<file path="src/rtl/hc165_reader_pkg.sv">
// Shared constants and FSM encoding for the 74HC165 reader and its 74HC595 sibling.
// Pure declarations; no logic, latency or backpressure.
package hc_pkg;

  localparam int unsigned HC_DATA_WIDTH = 16;
  localparam int unsigned HC_CLK_DIV    = 25;
  localparam int unsigned HC_SCAN_TICKS = 2000;

  typedef enum logic [2:0] {
    ST_IDLE,
    ST_LOAD,
    ST_SHIFT_LO,
    ST_SHIFT_HI,
    ST_DONE,
    ST_WAIT
  } hc_state_e;

endpackage

</file>
<file path="src/rtl/hc165_reader_if.sv">
// Host-side bus of the 165 reader: scan enable in, frame word / valid pulse / busy out.
// No backpressure; the consumer must take data on the data_valid pulse or read the held word.
interface hc165_reader_if import hc_pkg::*; #(
  parameter int unsigned DATA_WIDTH = HC_DATA_WIDTH
);
  logic                  r_en;
  logic [DATA_WIDTH-1:0] data;
  logic                  data_valid;
  logic                  busy;

  modport master (input r_en, output data, data_valid, busy);
  modport slave  (output r_en, input data, data_valid, busy);
endinterface

</file>
<file path="src/rtl/hc165_reader_tick_gen.sv">
// Half-bit tick divider: one-clk tick every CLK_DIV clocks while run is high.
// Count is held at zero while run is low so the first tick lands a full period after run rises.
module hc_tick_gen #(
  parameter int unsigned CLK_DIV = 25
) (
  input  logic clk,
  input  logic reset_n,
  input  logic run,
  output logic tick
);
  localparam int unsigned   CW   = $clog2(CLK_DIV);
  localparam logic [CW-1:0] LAST = CW'(CLK_DIV - 1);

  logic [CW-1:0] cnt_q, cnt_d;

  always_comb begin
    cnt_d = cnt_q;
    if (!run || cnt_q == LAST) cnt_d = '0;
    else                       cnt_d = cnt_q + 1'b1;
  end

  assign tick = run && (cnt_q == LAST);

  always_ff @(posedge clk or negedge reset_n) begin
    if (!reset_n) cnt_q <= '0;
    else          cnt_q <= cnt_d;
  end
endmodule

</file>
<file path="src/rtl/hc165_reader.sv">
// Periodic reader for a daisy-chained 74HC165 chain; frame = (2+2*DATA_WIDTH) ticks + 1 clk.
// No backpressure: each completed frame overwrites data and pulses data_valid for one clk.
module hc165_reader import hc_pkg::*; #(
  parameter int unsigned DATA_WIDTH = HC_DATA_WIDTH,
  parameter int unsigned CLK_DIV    = HC_CLK_DIV,
  parameter int unsigned SCAN_TICKS = HC_SCAN_TICKS
) (
  input  logic              clk,
  input  logic              reset_n,
  hc165_reader_if.master    bus,
  output logic              sh_ld,
  output logic              sck,
  input  logic              qh
);
  localparam int unsigned   BW        = $clog2(DATA_WIDTH + 1);
  localparam int unsigned   SW        = $clog2(SCAN_TICKS + 1);
  localparam logic [BW-1:0] BIT_LAST  = BW'(DATA_WIDTH - 1);
  localparam logic [SW-1:0] SCAN_LAST = SW'(SCAN_TICKS - 1);

  hc_state_e             state_q, state_d;
  logic [BW-1:0]         bit_cnt_q, bit_cnt_d;
  logic [SW-1:0]         scan_q, scan_d;
  logic [DATA_WIDTH-1:0] shreg_q, shreg_d;
  logic [DATA_WIDTH-1:0] data_q, data_d;
  logic                  dv_q, dv_d;
  logic                  sh_ld_q, sck_q, busy_q;
  logic [1:0]            qh_sync_q;
  logic                  qh_s;
  logic                  tick;
  logic                  run;

  assign run  = (state_q != ST_IDLE) || bus.r_en;
  assign qh_s = qh_sync_q[1];

  hc_tick_gen #(.CLK_DIV(CLK_DIV)) u_tick (
    .clk     (clk),
    .reset_n (reset_n),
    .run     (run),
    .tick    (tick)
  );

  // scan_q counts ticks since LOAD entry; it also times the 2-tick LOAD phase.
  always_comb begin
    state_d   = state_q;
    bit_cnt_d = bit_cnt_q;
    scan_d    = scan_q;
    shreg_d   = shreg_q;
    data_d    = data_q;
    if (tick && state_q != ST_IDLE) scan_d = scan_q + 1'b1;
    case (state_q)
      ST_IDLE: begin
        scan_d    = '0;
        bit_cnt_d = '0;
        if (tick && bus.r_en) state_d = ST_LOAD;
      end
      ST_LOAD: begin
        if (tick && scan_q == SW'(1)) begin
          state_d   = ST_SHIFT_LO;
          bit_cnt_d = '0;
        end
      end
      ST_SHIFT_LO: begin
        if (tick) begin
          shreg_d = {shreg_q[DATA_WIDTH-2:0], qh_s};
          state_d = ST_SHIFT_HI;
        end
      end
      ST_SHIFT_HI: begin
        if (tick) begin
          bit_cnt_d = bit_cnt_q + 1'b1;
          state_d   = (bit_cnt_q == BIT_LAST) ? ST_DONE : ST_SHIFT_LO;
        end
      end
      ST_DONE: state_d = ST_WAIT;
      ST_WAIT: begin
        if (tick && scan_q >= SCAN_LAST) begin
          state_d = bus.r_en ? ST_LOAD : ST_IDLE;
          scan_d  = '0;
        end
      end
      default: state_d = ST_IDLE;
    endcase
    // Outputs are registered from the next state so they line up with state_q.
    dv_d = (state_d == ST_DONE);
    if (dv_d) data_d = shreg_d;
  end

  always_ff @(posedge clk or negedge reset_n) begin
    if (!reset_n) begin
      state_q   <= ST_IDLE;
      bit_cnt_q <= '0;
      scan_q    <= '0;
      shreg_q   <= '0;
      data_q    <= '0;
      dv_q      <= 1'b0;
      sh_ld_q   <= 1'b1;
      sck_q     <= 1'b0;
      busy_q    <= 1'b0;
      qh_sync_q <= '0;
    end else begin
      state_q   <= state_d;
      bit_cnt_q <= bit_cnt_d;
      scan_q    <= scan_d;
      shreg_q   <= shreg_d;
      data_q    <= data_d;
      dv_q      <= dv_d;
      sh_ld_q   <= (state_d != ST_LOAD);
      sck_q     <= (state_d == ST_SHIFT_HI);
      busy_q    <= (state_d inside {ST_LOAD, ST_SHIFT_LO, ST_SHIFT_HI, ST_DONE});
      qh_sync_q <= {qh_sync_q[0], qh};
    end
  end

  assign sh_ld          = sh_ld_q;
  assign sck            = sck_q;
  assign bus.data       = data_q;
  assign bus.data_valid = dv_q;
  assign bus.busy       = busy_q;
endmodule

</file>
<file path="src/flat_wrapper.sv">
// flat-port wrapper written by rule: the top's interface ports become plain ports
module hc165_reader_flat import hc_pkg::*;
#(
  parameter int unsigned DATA_WIDTH = HC_DATA_WIDTH,
  parameter int unsigned CLK_DIV    = HC_CLK_DIV,
  parameter int unsigned SCAN_TICKS = HC_SCAN_TICKS
)
  (clk, reset_n, sh_ld, sck, qh, bus_r_en, bus_data, bus_data_valid, bus_busy);
  hc165_reader_if #(.DATA_WIDTH(DATA_WIDTH)) bus_i ();
  input  logic clk;
  input  logic reset_n;
  output logic sh_ld;
  output logic sck;
  input  logic qh;
  input wire logic [$bits(bus_i.r_en)-1:0] bus_r_en;
  output wire logic [$bits(bus_i.data)-1:0] bus_data;
  output wire logic [$bits(bus_i.data_valid)-1:0] bus_data_valid;
  output wire logic [$bits(bus_i.busy)-1:0] bus_busy;
  assign bus_i.r_en = bus_r_en;
  assign bus_data = bus_i.data;
  assign bus_data_valid = bus_i.data_valid;
  assign bus_busy = bus_i.busy;
  hc165_reader #(.DATA_WIDTH(DATA_WIDTH), .CLK_DIV(CLK_DIV), .SCAN_TICKS(SCAN_TICKS)) u_core (.clk(clk), .reset_n(reset_n), .bus(bus_i), .sh_ld(sh_ld), .sck(sck), .qh(qh));
endmodule
</file>
<file path="config.mk">
export PLATFORM = sky130hd
export DESIGN_NAME = hc165_reader_flat
export DESIGN_NICKNAME = d
export VERILOG_FILES = /design/src/rtl/hc165_reader_pkg.sv /design/src/rtl/hc165_reader_if.sv /design/src/rtl/hc165_reader_tick_gen.sv /design/src/rtl/hc165_reader.sv /design/src/flat_wrapper.sv
export SDC_FILE = /design/constraint.sdc
export NUM_CORES = 1
export LEC_CHECK = 0
export CELL_PAD_IN_SITES_DETAIL_PLACEMENT = 0
export CELL_PAD_IN_SITES_GLOBAL_PLACEMENT = 1
export CORE_UTILIZATION = 45
export DETAILED_ROUTE_END_ITERATION = 8
export MAX_ROUTING_LAYER = met4
export PLACE_DENSITY = 0.77
export SETUP_SLACK_MARGIN = 0.15
export SYNTH_ARGS = -nofsm -noshare
export SYNTH_HDL_FRONTEND = slang
export SYNTH_SLANG_ARGS = --single-unit
export TNS_END_PERCENT = 20
</file>
<file path="constraint.sdc">
create_clock -name clk -period 4.8 [get_ports clk]
set_input_delay 0.96 -clock clk [delete_from_list [all_inputs] [get_ports clk]]
set_output_delay 0.96 -clock clk [all_outputs]
set_load 0.01 [all_outputs]
</file>
==> results of run 1 <==
[cell usage in the layout, fill, tap and decap left out, types with 5 or more instances in the layout]
cell type        count
dfrtp_1             61
nand3_1              8
nor3_1               5
o21ai_0              5
clkbuf_8            10
inv_1               13
nor2_1              22
mux2_2              31
nor4_1               6
clkdlybuf4s50_1     22
xnor2_1             10
ha_1                 6
[critical path: cells and delay by family (launching register included)]
| kind | cells | cell delay [ps] |
|---|---|---|
| AND/OR/NAND/NOR | 2 | 1010 |
| multiplexers | 2 | 700 |
| flip-flops | 1 | 410 |
| adder cells (fa/ha/maj) | 1 | 200 |
| buffers and inverters | 1 | 70 |
[cell families after synthesis]
group,count (synthesis),share of synthesized area (%)
simple gates,63,13.0
flops,62,55.8
mux,35,14.3
compound gates,22,6.16
buf+inv,22,3.82
xor+xnor,13,4.09
fa+ha+maj,6,2.70
[routing by layer]
metal | part of all wire (%) | routed length, microns
met1 | 49 | 2360
met4 | 2.0 | 94
met5 | 0 | 0
met2 | 45 | 2130
met3 | 4.3 | 205
[registers in the layout (all words and copies together), names as in the netlist]
register,count
u_core.state_q,3
u_core.u_tick.cnt_q,5
u_core.sck,1
u_core.bit_cnt_q,5
u_core.bus.data_valid,1
u_core.shreg_q,16
u_core.bus.busy,1
u_core.sh_ld,1
u_core.bus.data,16
u_core.scan_q,11
u_core.qh_sync_q,2
[report_power, final]
part | internal (W) | switching [W] | total (W) | leakage, nW
combinational | 0.00000225 | 0.0000104 | 0.0000126 | 0.543
clock | 0.000309 | 0.000214 | 0.000523 | 0.109
sequential | 0.000523 | 0.000000165 | 0.000523 | 0.836
total | 0.000834 | 0.000225 | 0.00106 | 1.49
[worst paths after layout]
kind / slack (ps) / end / start / cells after the start
min: 350 / u_core.qh_sync_q[1] / u_core.qh_sync_q[0] / 0
min in group asynchronous: 780 / u_core.scan_q[7] / reset_n / 2
min reg2reg: 350 / u_core.qh_sync_q[1] / u_core.qh_sync_q[0] / 0
max: 2310 / u_core.bus.data[1] / u_core.u_tick.cnt_q[0] / 6
max reg2reg: 2310 / u_core.bus.data[1] / u_core.u_tick.cnt_q[0] / 6
max in group asynchronous: 3500 / u_core.shreg_q[10] / reset_n / 2
[final cells by class]
type / instances / area share, %
Timing Repair Buffer: 24 / 7.09
Multi-Input combinational cell: 139 / 34.2
Clock buffer: 10 / 4.20
Tap cell: 75 / 2.86
Clock inverter: 6 / 2.82
Inverter: 13 / 1.49
Sequential cell: 62 / 47.3
[through the flow]
step / utilization, % / cells / cell area, sq um / hold WS, ps
after floorplan: - / 223 / 2780 / 331
after global placement: 51.2 / 313 / 3050 / 346
after detailed placement: 51.2 / 313 / 3050 / 338
after CTS: 55.1 / 329 / 3280 / 354
after global routing: 55.1 / 329 / 3280 / 357
final: 55.1 / 329 / 3280 / 353
[cell usage after synthesis (2+ instances only)]
cell	number
buf_2	4
dfrtp_1	61
nand2_1	4
nor4_1	6
buf_6	2
nor4b_1	2
ha_1	6
mux2_4	2
xor2_1	3
and3_1	4
nor2_1	22
nand2b_1	2
a21oi_1	3
clkbuf_1	2
mux2_2	31
mux2i_1	2
xnor2_1	10
nor3_1	5
inv_1	13
a31oi_1	2
nand4_1	2
o21ai_0	5
nand3_1	8
==> summary.txt, run 1 <==
Cells and area
  • Filler cells: about 530
  • Footprint of the multi-input gates: approximately 0.0011 sq mm
  • Fin nets: approximately 260
  • Area Overhead vs Synth: 17.9%
  • Register area: approximately 0.0016 sq mm
  • Layout cell share with drive strength beyond 1: 22.8%
  • # diodes: 0

Clock network
  • Postcts setup bufs: 0
  • CTS Buf Count: 9
  • Clock slew seen by the registers of the worst setup and hold paths: about 70 ps
  • Worst-case clock buffer depth: 2
  • H-tree depth: 3
  • CTS root buffer: clkbuf_8
  • Worst-Skew Late Latency: approximately 340 ps
  • CTS hold repair buffers: 0
  • CTS tree: yes
  • PostCTS Resize Cnt: 0
  • Clock Sinks: 62

Die
  • # rows: 28
  • Core area: slightly below 0.006 sq mm
  • Die extent in x: 80.6 microns
  • DIE AREA: about 0.0065 sq mm
  • Die extent in y: between 80 and 90 microns
  • Initial Util: a little under half
  • I/O pin cnt: 24

Global route
  • GRT met2 Usage: 24.9%
  • Grt peak-use layer: met2
  • Met1 Track Usage GR: 22.9%
  • Vias in the first global route: around 1700
  • Total GRT Usage: approximately 18%
  • Total grt overflow: 0
  • Initial antenna violation count: 0
  • Met3 Usage GRT: 4.43%
  • Largest net degree at the start of global routing: 63
  • First-pass GRT wire length: between 8000 and 9000 microns

Route
  • Via-to-Cell Ratio: about 5.3
  • First-iteration detailed-routing DRC count: 133
  • WL per Instance: between 10 and 15 microns
  • Final WL: 4790 microns
  • Post-route ant nets: 0
  • Drt first pass iters: 4
  • DR vias: around 1700
  • Final routed DRC violation total: 0

Yosys
  • Cells after Synth: roughly 220
  • Yosys top cell by area: dfrtp_1
  • Synth cell types: 45
  • Asr flop ratio synth: 100%
  • Mapped Area: 0.00278 sq mm
  • Syn avg cell area: between 10 and 15 sq um
  • Dominant cells by area after synthesis: dfrtp_1 (55%), mux2_2 (13%), xnor2_1 (3.1%)
  • Warnings from Yosys: 0
  • Top-area cell type share of the netlist area: between 50 and 60%
  • Post-synthesis register bit count: between 60 and 70
  • Sequential share of the synthesized area: 55.8%
  • Synth Net Count: between 200 and 250
  • Number of synthesized flops with an enable pin: 0
  • Most common flop cell mapped by yosys: dfrtp_1

Critical path
  • Data arrival, critical path: around 2700 ps
  • Worst-path cell chain: inv_1, ha_1, nand4b_4, nor3_4, mux2_2, mux2_2
  • Worst EP required: 5030 ps
  • Cell mode on critical path: mux2_2
  • Crit-path max cell delay: 720 ps
  • Kind of critical path: reg -> reg
  • Worst Setup Start Kind: flip-flop
  • CP max FO: 20
  • Slowest-stage cell, CP: nor3_4
  • Critical Path End Type: flip-flop

Job
  • Max Cap Violations: 0

Min path
  • Hold Crit Class: reg -> reg

Timing
  • Minimum clock period: around 2500 ps
  • RSZ-0062 raised after global routing: false
  • F_max: 0.401 GHz
  • Slew Viols, Final: 0
  • Final Hold Viols: 0
  • Final WS setup: about 2300 ps
  • Slew HR: 37.4%
  • Setup violators final: 0
  • Final period utilization: about half
  • Tightest Pin Transition: a little over 900 ps
  • Clk_skew: 7.16 ps
  • Setup TNS: 0 ps

Status
  • Status: completed

Pwr
  • Cell leakage power: approximately 1.5 nW
  • VDD IR max: around 240 uV
  • Design Power: 0.00106 W
  • P per Cell Area: roughly 320 mW/mm^2

Placement
  • RePlAce Congestion: slightly below 0.8
  • DP HPWL: roughly 3000 microns
  • # port buffers: 23
  • Pre-CTS setup slack: between 2000 and 2500 ps
No activity file was read; power rests on OpenSTA's default activity.
==> run 2, diff against run 1 <==
clock period = 2.5 ns   (was 4.8 ns; I/O delays follow)
==> summary.txt, run 2 (synthesized netlist as in run 1, its figures left out) <==
Timing
  • Slew HR: 62.1%
  • Minimum clock period: roughly 2100 ps
  • Worst hold margin: approximately 150 ps
  • Setup violators final: 0
  • Setup TNS: 0 ps
  • Tightest Pin Transition: roughly 570 ps
  • Final period utilization: 82.4%
  • Clk_skew: approximately 10 ps
  • Final Hold Viols: 0
  • Final WS setup: around 440 ps
  • RSZ-0062 raised after global routing: false
  • F_max: just under 0.5 GHz
  • Slew Viols, Final: 0

Clock network
  • CTS root buffer: clkbuf_8
  • Clock slew seen by the registers of the worst setup and hold paths: approximately 80 ps
  • CTS hold repair buffers: 0
  • Postcts setup bufs: 0
  • Worst-Skew Late Latency: 340 ps
  • H-tree depth: 3
  • CTS Buf Count: 9
  • PostCTS Resize Cnt: 0
  • Clock Sinks: a little over 60
  • Worst-case clock buffer depth: 2
  • CTS tree: yes

Die
  • I/O pin cnt: 24
  • DIE AREA: 0.00650 sq mm
  • Core area: about 0.0060 sq mm
  • # rows: 28
  • Initial Util: 46.7%
  • Die extent in x: between 80 and 90 microns
  • Die extent in y: 80.6 microns

Route
  • DR vias: around 1800
  • Post-route ant nets: 0
  • WL per Instance: about 15 microns
  • Via-to-Cell Ratio: 5.30
  • Final routed DRC violation total: 0
  • First-iteration detailed-routing DRC count: 60
  • Final WL: 4890 microns
  • Drt first pass iters: 4

Job
  • Max Cap Violations: 0

Critical path
  • Critical Path End Type: flip-flop
  • Worst Setup Start Kind: flip-flop
  • Data arrival, critical path: roughly 2300 ps
  • Worst EP required: between 2000 and 3000 ps
  • CP max FO: 11
  • Kind of critical path: reg -> reg

Global route
  • Largest net degree at the start of global routing: 42
  • Vias in the first global route: ~1700
  • Total GRT Usage: approximately 17%
  • Total grt overflow: 0
  • Initial antenna violation count: 0
  • First-pass GRT wire length: 7990 microns

Cells and area
  • Area Overhead vs Synth: 18.3%
  • Most frequent cells in the layout: dfrtp_1 (61), mux2_2 (31), nor2_1 (22), clkdlybuf4s50_1 (22), inv_1 (13)
  • Most common cell after layout, fill and taps aside: dfrtp_1
  • # diodes: 0
  • Layout cell share with drive strength beyond 1: 23.9%
  • Fin nets: between 200 and 300

Pwr
  • VDD IR max: approximately 300 uV
  • P per Cell Area: 574 mW/mm^2
  • Cell leakage power: 1.50 nW

Placement
  • DP HPWL: 3240 microns
  • Pre-CTS setup slack: about 430 ps
  • # port buffers: 23
  • RePlAce Congestion: 0.782

Min path
  • Hold Crit Class: in -> async

Status
  • Status: completed
[run 2: area by class of cell]
cell class | count | area, sq um
Tap cell | 75 | 93.8
Fill cell | 543 | 2670
Clock buffer | 10 | 128
Multi-Input combinational cell | 139 | 1120
Timing Repair Buffer | 29 | 283
Inverter | 13 | 48.8
Sequential cell | 62 | 1550
Clock inverter | 6 | 62.6
[run 2: path summary, 6_finish.rpt]
check | start | cells after the start | end | slack, ps
hold reg to reg | u_core.qh_sync_q[0] | 0 | u_core.qh_sync_q[1] | 350
hold / removal | reset_n | 1 | u_core.bit_cnt_q[3] | 150
setup reg to reg | u_core.u_tick.cnt_q[0] | 6 | u_core.scan_q[4] | 440
min in group clk | u_core.qh_sync_q[0] | 0 | u_core.qh_sync_q[1] | 350
setup / recovery | u_core.u_tick.cnt_q[0] | 6 | u_core.scan_q[4] | 440
max in group asynchronous | reset_n | 2 | u_core.bus.data[8] | 1740
[run 2: metrics by stage]
stage	utilization [%]	total power, W	instance area, sq um	instances
finish	55.3	0.00189	3290	334
global route	55.3	0.00195	3290	334
CTS	55.3	0.00191	3290	334
detailed placement	52.1	0.00105	3100	318
global placement	52.1	0.00105	3100	318
floorplan	-	0.00102	2780	223
[run 2: routing by layer]
metal  track usage (%)  vias to the layer above  part of all wire (%)
met5                 -                        -                     0
met2              24.7                       32                    45
li1                  -                      859                     -
met3              4.09                        9                   3.7
met4              9.64                        0                   2.2
met1              22.2                      870                    49
[run 2: critical path: stages, from the launching register on]
cell      delay [ps]
dfrtp_1          400
inv_1             70
ha_1             200
nand4b_4         170
or4_4            540
o31ai_4          440
nor2_1           100
[run 2: where the power goes]
part / total (W) / internal, W / switching, W
logic: 0.0000275 / 0.00000650 / 0.0000211
registers: 0.00100 / 0.00100 / 0.000000298
clock network: 0.000855 / 0.000456 / 0.000399
total: 0.00189 / 0.00147 / 0.000420
